[config.mk]
export PLATFORM = sky130hd
export DESIGN_NAME = pwm_fade_sequencer_flat
export DESIGN_NICKNAME = d
export VERILOG_FILES = /design/src/rtl/pwm_fade_sequencer_if.sv /design/src/rtl/pwm_fade_sequencer.sv /design/src/flat_wrapper.sv
export SDC_FILE = /design/constraint.sdc
export NUM_CORES = 1
export LEC_CHECK = 0
export ABC_AREA = 1
export ABC_CLOCK_PERIOD_IN_PS = 9300
export CORE_AREA = 2 2 128 130
export CTS_CLUSTER_DIAMETER = 80
export DETAILED_ROUTE_END_ITERATION = 16
export DIE_AREA = 0 0 130 132
export PLACE_DENSITY = 0.69
export SYNTH_ARGS = -nofsm -noshare
export SYNTH_HDL_FRONTEND = slang
export SYNTH_SLANG_ARGS = --single-unit
[constraint.sdc]
create_clock -name sys_clk -period 9.3 [get_ports sys_clk]
set_input_delay 2.325 -clock sys_clk [delete_from_list [all_inputs] [get_ports sys_clk]]
set_output_delay 2.325 -clock sys_clk [all_outputs]
set_load 0.03 [all_outputs]
[src/rtl/pwm_fade_sequencer_if.sv]
// Host configuration channel of the PWM fade sequencer.
// Uses a valid/ready handshake that selects one channel's target and step.
interface pwm_fade_sequencer_if #(
  parameter int COMPARE_SIZE = 8,
  parameter int NUM_CH       = 4
);
  localparam int CH_W = (NUM_CH > 1) ? $clog2(NUM_CH) : 1;

  logic                    cfg_valid;
  logic                    cfg_ready;
  logic [CH_W-1:0]         cfg_ch;
  logic [COMPARE_SIZE-1:0] cfg_target;
  logic [COMPARE_SIZE-1:0] cfg_step;

  modport master (output cfg_valid, cfg_ch, cfg_target, cfg_step, input cfg_ready);
  modport slave  (input cfg_valid, cfg_ch, cfg_target, cfg_step, output cfg_ready);
endinterface

[src/rtl/pwm_fade_sequencer.sv]
// Steps NUM_CH PWM compare values toward host targets once per prescaler tick.
// Defining PWM_FADE_IRQ_EN adds per-channel done flags and an irq output.
module pwm_fade_sequencer #(
  parameter int COMPARE_SIZE = 8,
  parameter int NUM_CH       = 4,
  parameter int PRESCALE_W   = 16
) (
  input  logic                    sys_clk,
  input  logic                    rst_n,
  input  logic                    en,
  input  logic [PRESCALE_W-1:0]   prescale_in,
  pwm_fade_sequencer_if.slave     cfg,
  output logic [COMPARE_SIZE-1:0] pwm_compare,
  output logic [NUM_CH-1:0]       pwm_wr,
  output logic                    busy,
  output logic                    tick_overrun
`ifdef PWM_FADE_IRQ_EN
  ,
  input  logic [NUM_CH-1:0]       irq_clr,
  output logic [NUM_CH-1:0]       done_status,
  output logic                    irq
`endif
);
  localparam int CH_W = (NUM_CH > 1) ? $clog2(NUM_CH) : 1;
  localparam logic [CH_W-1:0] LAST_CH  = CH_W'(NUM_CH - 1);
  localparam logic [CH_W:0]   NUM_CH_V = (CH_W + 1)'(NUM_CH);

  typedef enum logic [1:0] {
    IDLE    = 2'd0,
    SCAN    = 2'd1,
    WRITE   = 2'd2,
    RELEASE = 2'd3
  } state_t;

  state_t                  state_r, state_s;
  logic [CH_W-1:0]         ch_idx_r, ch_idx_s;
  logic [PRESCALE_W-1:0]   presc_r;
  logic                    tick_s, tick_pend_r, pend_clr_s, upd_s, last_ch_s, cfg_hs_s;
  logic [COMPARE_SIZE-1:0] target_r  [NUM_CH];
  logic [COMPARE_SIZE-1:0] step_r    [NUM_CH];
  logic [COMPARE_SIZE-1:0] current_r [NUM_CH];
  logic [COMPARE_SIZE-1:0] nxt_duty_s, pwm_compare_r;
  logic [NUM_CH-1:0]       wr_s, pwm_wr_r;
  logic                    busy_r, cfg_ready_r, tick_overrun_r;

  // Saturating move of cur toward tgt by stp; stp==0 jumps straight to tgt.
  function automatic logic [COMPARE_SIZE-1:0] next_duty(
    input logic [COMPARE_SIZE-1:0] cur,
    input logic [COMPARE_SIZE-1:0] tgt,
    input logic [COMPARE_SIZE-1:0] stp
  );
    logic [COMPARE_SIZE-1:0] diff;
    next_duty = tgt;
    if (tgt > cur) begin
      diff = tgt - cur;
      if ((stp != '0) && (diff > stp)) next_duty = cur + stp;
      else next_duty = tgt;
    end else begin
      diff = cur - tgt;
      if ((stp != '0) && (diff > stp)) next_duty = cur - stp;
      else next_duty = tgt;
    end
  endfunction

  assign tick_s     = en && (presc_r == prescale_in);
  assign cfg_hs_s   = cfg.cfg_valid && cfg_ready_r;
  assign last_ch_s  = (ch_idx_r == LAST_CH);
  assign nxt_duty_s = next_duty(current_r[ch_idx_r], target_r[ch_idx_r], step_r[ch_idx_r]);

  // Prescaler and tick bookkeeping; a tick landing on a pending tick is an overrun.
  always_ff @(posedge sys_clk) begin
    if (!rst_n) begin
      presc_r        <= '0;
      tick_pend_r    <= 1'b0;
      tick_overrun_r <= 1'b0;
    end else begin
      if (!en || tick_s) presc_r <= '0;
      else presc_r <= presc_r + 1'b1;
      if (tick_s) tick_pend_r <= 1'b1;
      else if (pend_clr_s) tick_pend_r <= 1'b0;
      else tick_pend_r <= tick_pend_r;
      if (tick_s && tick_pend_r) tick_overrun_r <= 1'b1;
      else tick_overrun_r <= tick_overrun_r;
    end
  end

  // Sequencer state register.
  always_ff @(posedge sys_clk) begin
    if (!rst_n) state_r <= IDLE;
    else state_r <= state_s;
  end

  // Next-state logic; wr_s is the one-hot strobe for the coming WRITE cycle.
  always_comb begin
    state_s    = state_r;
    ch_idx_s   = ch_idx_r;
    pend_clr_s = 1'b0;
    upd_s      = 1'b0;
    wr_s       = '0;
    case (state_r)
      IDLE: begin
        if (tick_pend_r) begin
          pend_clr_s = 1'b1;
          ch_idx_s   = '0;
          state_s    = SCAN;
        end else begin
          state_s = IDLE;
        end
      end
      SCAN: begin
        if (current_r[ch_idx_r] != target_r[ch_idx_r]) begin
          upd_s          = 1'b1;
          wr_s[ch_idx_r] = 1'b1;
          state_s        = WRITE;
        end else if (last_ch_s) begin
          state_s = IDLE;
        end else begin
          ch_idx_s = ch_idx_r + 1'b1;
        end
      end
      WRITE: state_s = RELEASE;
      RELEASE: begin
        if (last_ch_s) begin
          state_s = IDLE;
        end else begin
          ch_idx_s = ch_idx_r + 1'b1;
          state_s  = SCAN;
        end
      end
      default: state_s = IDLE;
    endcase
  end

  // Channel arrays and registered outputs.
  always_ff @(posedge sys_clk) begin
    if (!rst_n) begin
      ch_idx_r      <= '0;
      pwm_compare_r <= '0;
      pwm_wr_r      <= '0;
      busy_r        <= 1'b0;
      cfg_ready_r   <= 1'b0;
      for (int i = 0; i < NUM_CH; i++) begin
        target_r[i]  <= '0;
        step_r[i]    <= '0;
        current_r[i] <= '0;
      end
    end else begin
      ch_idx_r    <= ch_idx_s;
      pwm_wr_r    <= wr_s;
      busy_r      <= (state_s != IDLE);
      cfg_ready_r <= (state_s == IDLE);
      if (upd_s) begin
        current_r[ch_idx_r] <= nxt_duty_s;
        pwm_compare_r       <= nxt_duty_s;
      end
      if (cfg_hs_s && ({1'b0, cfg.cfg_ch} < NUM_CH_V)) begin
        target_r[cfg.cfg_ch] <= cfg.cfg_target;
        step_r[cfg.cfg_ch]   <= cfg.cfg_step;
      end
    end
  end

  assign pwm_compare   = pwm_compare_r;
  assign pwm_wr        = pwm_wr_r;
  assign busy          = busy_r;
  assign tick_overrun  = tick_overrun_r;
  assign cfg.cfg_ready = cfg_ready_r;

`ifdef PWM_FADE_IRQ_EN
  logic [NUM_CH-1:0] done_r, done_s;
  logic              irq_r;

  // A write landing on target sets the flag; same-cycle clear loses.
  always_comb begin
    done_s = done_r;
    for (int i = 0; i < NUM_CH; i++) begin
      if (pwm_wr_r[i] && (pwm_compare_r == target_r[i])) done_s[i] = 1'b1;
      else if (irq_clr[i]) done_s[i] = 1'b0;
      else done_s[i] = done_r[i];
    end
  end

  // Done flag and irq registers.
  always_ff @(posedge sys_clk) begin
    if (!rst_n) begin
      done_r <= '0;
      irq_r  <= 1'b0;
    end else begin
      done_r <= done_s;
      irq_r  <= |done_s;
    end
  end

  assign done_status = done_r;
  assign irq         = irq_r;
`endif
endmodule

[src/flat_wrapper.sv]
// flat-port wrapper written by rule: the top's interface ports become plain ports
module pwm_fade_sequencer_flat 
#(
  parameter int COMPARE_SIZE = 8,
  parameter int NUM_CH       = 4,
  parameter int PRESCALE_W   = 16
)
  (sys_clk, rst_n, en, prescale_in, pwm_compare, pwm_wr, busy, tick_overrun, cfg_cfg_valid, cfg_cfg_ch, cfg_cfg_target, cfg_cfg_step, cfg_cfg_ready);
  pwm_fade_sequencer_if #(.COMPARE_SIZE(COMPARE_SIZE), .NUM_CH(NUM_CH)) cfg_i ();
  input  logic sys_clk;
  input  logic rst_n;
  input  logic en;
  input  logic [PRESCALE_W-1:0] prescale_in;
  output logic [COMPARE_SIZE-1:0] pwm_compare;
  output logic [NUM_CH-1:0] pwm_wr;
  output logic busy;
  output logic tick_overrun;
  input wire logic [$bits(cfg_i.cfg_valid)-1:0] cfg_cfg_valid;
  input wire logic [$bits(cfg_i.cfg_ch)-1:0] cfg_cfg_ch;
  input wire logic [$bits(cfg_i.cfg_target)-1:0] cfg_cfg_target;
  input wire logic [$bits(cfg_i.cfg_step)-1:0] cfg_cfg_step;
  output wire logic [$bits(cfg_i.cfg_ready)-1:0] cfg_cfg_ready;
  assign cfg_i.cfg_valid = cfg_cfg_valid;
  assign cfg_i.cfg_ch = cfg_cfg_ch;
  assign cfg_i.cfg_target = cfg_cfg_target;
  assign cfg_i.cfg_step = cfg_cfg_step;
  assign cfg_cfg_ready = cfg_i.cfg_ready;
  pwm_fade_sequencer #(.COMPARE_SIZE(COMPARE_SIZE), .NUM_CH(NUM_CH), .PRESCALE_W(PRESCALE_W)) u_core (.sys_clk(sys_clk), .rst_n(rst_n), .en(en), .prescale_in(prescale_in), .cfg(cfg_i), .pwm_compare(pwm_compare), .pwm_wr(pwm_wr), .busy(busy), .tick_overrun(tick_overrun));
endmodule
==> impl_metrics.py <==
metrics = {
    "detailed_routing": {
        "drc": 0,
        "wl_um": 18000,
        "drt_iter0_drc": 498,
        "drtAntennaViolNets": 0,
        "avgRoutedWirePerCell_um": 14.8,
        "dr_total_vias": 6175,
        "vias_per_cell": 5.09,
        "drt_pass1_iterations": 5,
    },
    "global_routing": {
        "overflow": 0,
        "grt_pass1_vias": 5854,
        "grt_max_degree": 50,
        "grt_use_total_pct": 22.3,
        "antenna_found_initial": 0,
        "grt_pass1_wl_um": 29400,
    },
    "placed_design": {
        "placed_cells": 1181,
        "place.gp.congestion": 0.918,
        "port_buffers": 52,
        "place_area_um2": 8460,
        "dp_hpwl_um": 13000,
    },
    "synth": {
        "ys_ff_latch": 134,
        "seq_area_frac_synth_pct": 46.9,
        "synth_edf_count": 96,
        "synth_cells": 939,
        "avgSynthCellArea_um2": 8.28,
        "syn-num-nets": 1026,
        "yosysWarnings": 0,
        "synth-async-reset-ratio_pct": 0,
        "synth_area_leaders": "edfxtp_1 37%, nand2_1 12%, dfxtp_1 9.8%",
        "netlist_area_um2": 7770,
        "synth.distinct_cells": 37,
        "synth-main-ff-cell": "edfxtp_1",
        "synth.top_cell.area_share_pct": 37.1,
        "synth_area_leader_cell": "edfxtp_1",
    },
    "die": {
        "io_pins": 53,
        "fp.dieH_um": 132,
        "core-area_um2": 15700,
        "start_util_pct": 49.5,
        "die_w_um": 130,
        "fp.dieArea_um2": 17200,
        "std_cell_rows": 46,
    },
    "min_path": {
        "hp-start": "u_core.pwm_compare[4]$_SDFFE_PN0P_",
        "hold_path.class": "reg -> reg",
    },
    "finish": {
        "fin_util_pct": 57.3,
        "nNetsFinal": 1071,
        "fillCellCount": 1432,
        "seq_area_um2": 3640,
        "fin_cells": 1213,
        "finish.instance_area_um2": 9010,
        "antenna_cells": 0,
        "multi_input_area_um2": 3560,
        "drive_gt1_share_pct": 5.12,
        "syn_to_final_growth_pct": 15.9,
    },
    "run": {
        "cap_viol_max_count": 0,
    },
    "power": {
        "powerDensity_nw_per_um2": 165,
        "total_power_mw": 1.48,
        "ir_drop_v": 0.000173,
        "p_leak_nw": 3.98,
    },
    "timing": {
        "tns_ns": 0,
        "fin_crit_sh_pct": 56.9,
        "skew_ns": 0.00966,
        "tightest_slew_ns": 1.06,
        "min_period_ns": 5.29,
        "fmax_mhz": 189,
        "maxSlewHeadroom_pct": 28.9,
        "slew_viol_final": 0,
        "hold_violations": 0,
        "finalSetupViolCount": 0,
        "rsz0062_at_grt": "false",
    },
    "clocking": {
        "cts_buffer_depth": 2,
        "post_cts_buffers": 0,
        "postCtsHoldBufs": 0,
        "cts_sinks": 134,
        "clk_latency_ns": 0.42,
        "clk_pin_slew_ns": 0.05,
        "cts_made_buffers": 17,
        "root_buffer": "clkbuf_16",
        "cts-htree-levels": 4,
        "cts_tree": "yes",
        "cts_resized": 0,
    },
    "critical_path": {
        "worstPathRequired_ns": 9.45,
        "end_kind": "flop",
        "worstSetupPathType": "reg -> reg",
        "worst-endpoint-arrival_ns": 5.44,
        "start_kind": "flop",
        "cp_max_fo": 49,
    },
    "run_status": {
        "status": "completed",
    },
}
power by group:
group / leakage [nW] / internal [mW] / switching (mW)
clock: 0.274 / 0.375 / 0.235
sequential: 1.30 / 0.659 / 0.00636
combinational: 2.40 / 0.0763 / 0.132
total: 3.98 / 1.11 / 0.373
cells in the mapped netlist, drive strengths merged, types with 8 or more instances:
library cell / n
nand2: 247
nor2: 123
inv: 113
edfxtp: 96
nand3: 75
a21oi: 47
ha: 45
dfxtp: 38
nor3: 21
xor2: 19
buf: 18
xnor2: 16
a32oi: 14
clkbuf: 13
o21ai: 11
nand4: 8
logic make-up (layout without fill, tap and decap cells):
kind of cell,after synthesis,after routing,share of synthesized area (%)
flops,134,134,46.9
fa+ha+maj,49,49,8.28
xor+xnor,35,35,3.94
simple gates,489,489,26.7
buf+inv,145,203,7.49
compound gates,87,87,6.70
final cells by class:
type	instances	area share (%)
multi-input combinational	660	39.5
inverter	114	4.75
clock inverter	9	0.556
sequential	134	40.5
clock buffer	23	5.56
tap	216	3.00
timing repair buffer	57	6.20
layer usage:
layer	track usage, %	routed length, um	vias up
li1	-	-	3170
met1	30.0	7940	2814
met2	34.6	8610	158
met3	5.60	977	33
met4	9.08	442	0
met5	0	0	-
worst paths after layout:
path	endpoint	slack, ns	cells past startpoint
max	u_core.current_r[1][4]$_SDFFCE_PN0P_	4.01	21
min	u_core.pwm_compare[4]$_SDFFE_PN0P_	0.45	2
max reg2reg	u_core.current_r[1][4]$_SDFFCE_PN0P_	4.01	21
min reg2reg	u_core.pwm_compare[4]$_SDFFE_PN0P_	0.45	2
stage by stage:
| stage | hold slack (ns) | worst slack, ns |
|---|---|---|
| 3_5_place_dp | 0.440 | 3.76 |
| 6_report | 0.448 | 4.01 |
| 5_1_grt | 0.465 | 3.45 |
| 4_1_cts | 0.451 | 4.03 |
| 2_1_floorplan | 0.437 | 4.65 |
| 3_3_place_gp | 0.443 | 3.81 |
layout by cell type (no fill, tap or decap), types with 21 or more instances in the layout:
cell type        netlist  layout
inv_1                111     111
dfxtp_1               38      38
ha_1                  45      45
nor2_1               121     121
nand3_1               70      70
nor3_1                21      21
nand2_1              244     244
clkdlybuf4s50_1        0      52
a21oi_1               47      47
edfxtp_1              96      96
worst max-delay path: stages, from the launching register on:
cell and delay, ns:
dfxtp_1 0.31, inv_2 0.63, nand2_1 0.11, a32oi_1 0.49, inv_1 0.26, ha_1 0.35
nand2_1 0.07, o21ai_0 0.27, a21boi_0 0.21, o21ai_0 0.19, a21oi_1 0.10, xor2_1 0.15
ha_1 0.31, nand2_1 0.07, nor2_1 0.17, nand2_1 0.07, a21oi_1 0.69, nand2_4 0.16
nand2_1 0.10, nand3_1 0.10, nand3_2 0.14, nor2_1 0.06
registers in the layout, indices dropped and copies added (netlist names), named ones only:
register,cells
u_core.step_r,32
u_core.presc_r,16
u_core.busy,1
u_core.ch_idx_r,2
u_core.tick_pend_r,1
u_core.current_r,32
u_core.cfg.cfg_ready,1
u_core.pwm_compare,8
u_core.state_r,2
u_core.tick_overrun,1
u_core.pwm_wr,4
u_core.target_r,32
Power figures use the tool's default switching activity.
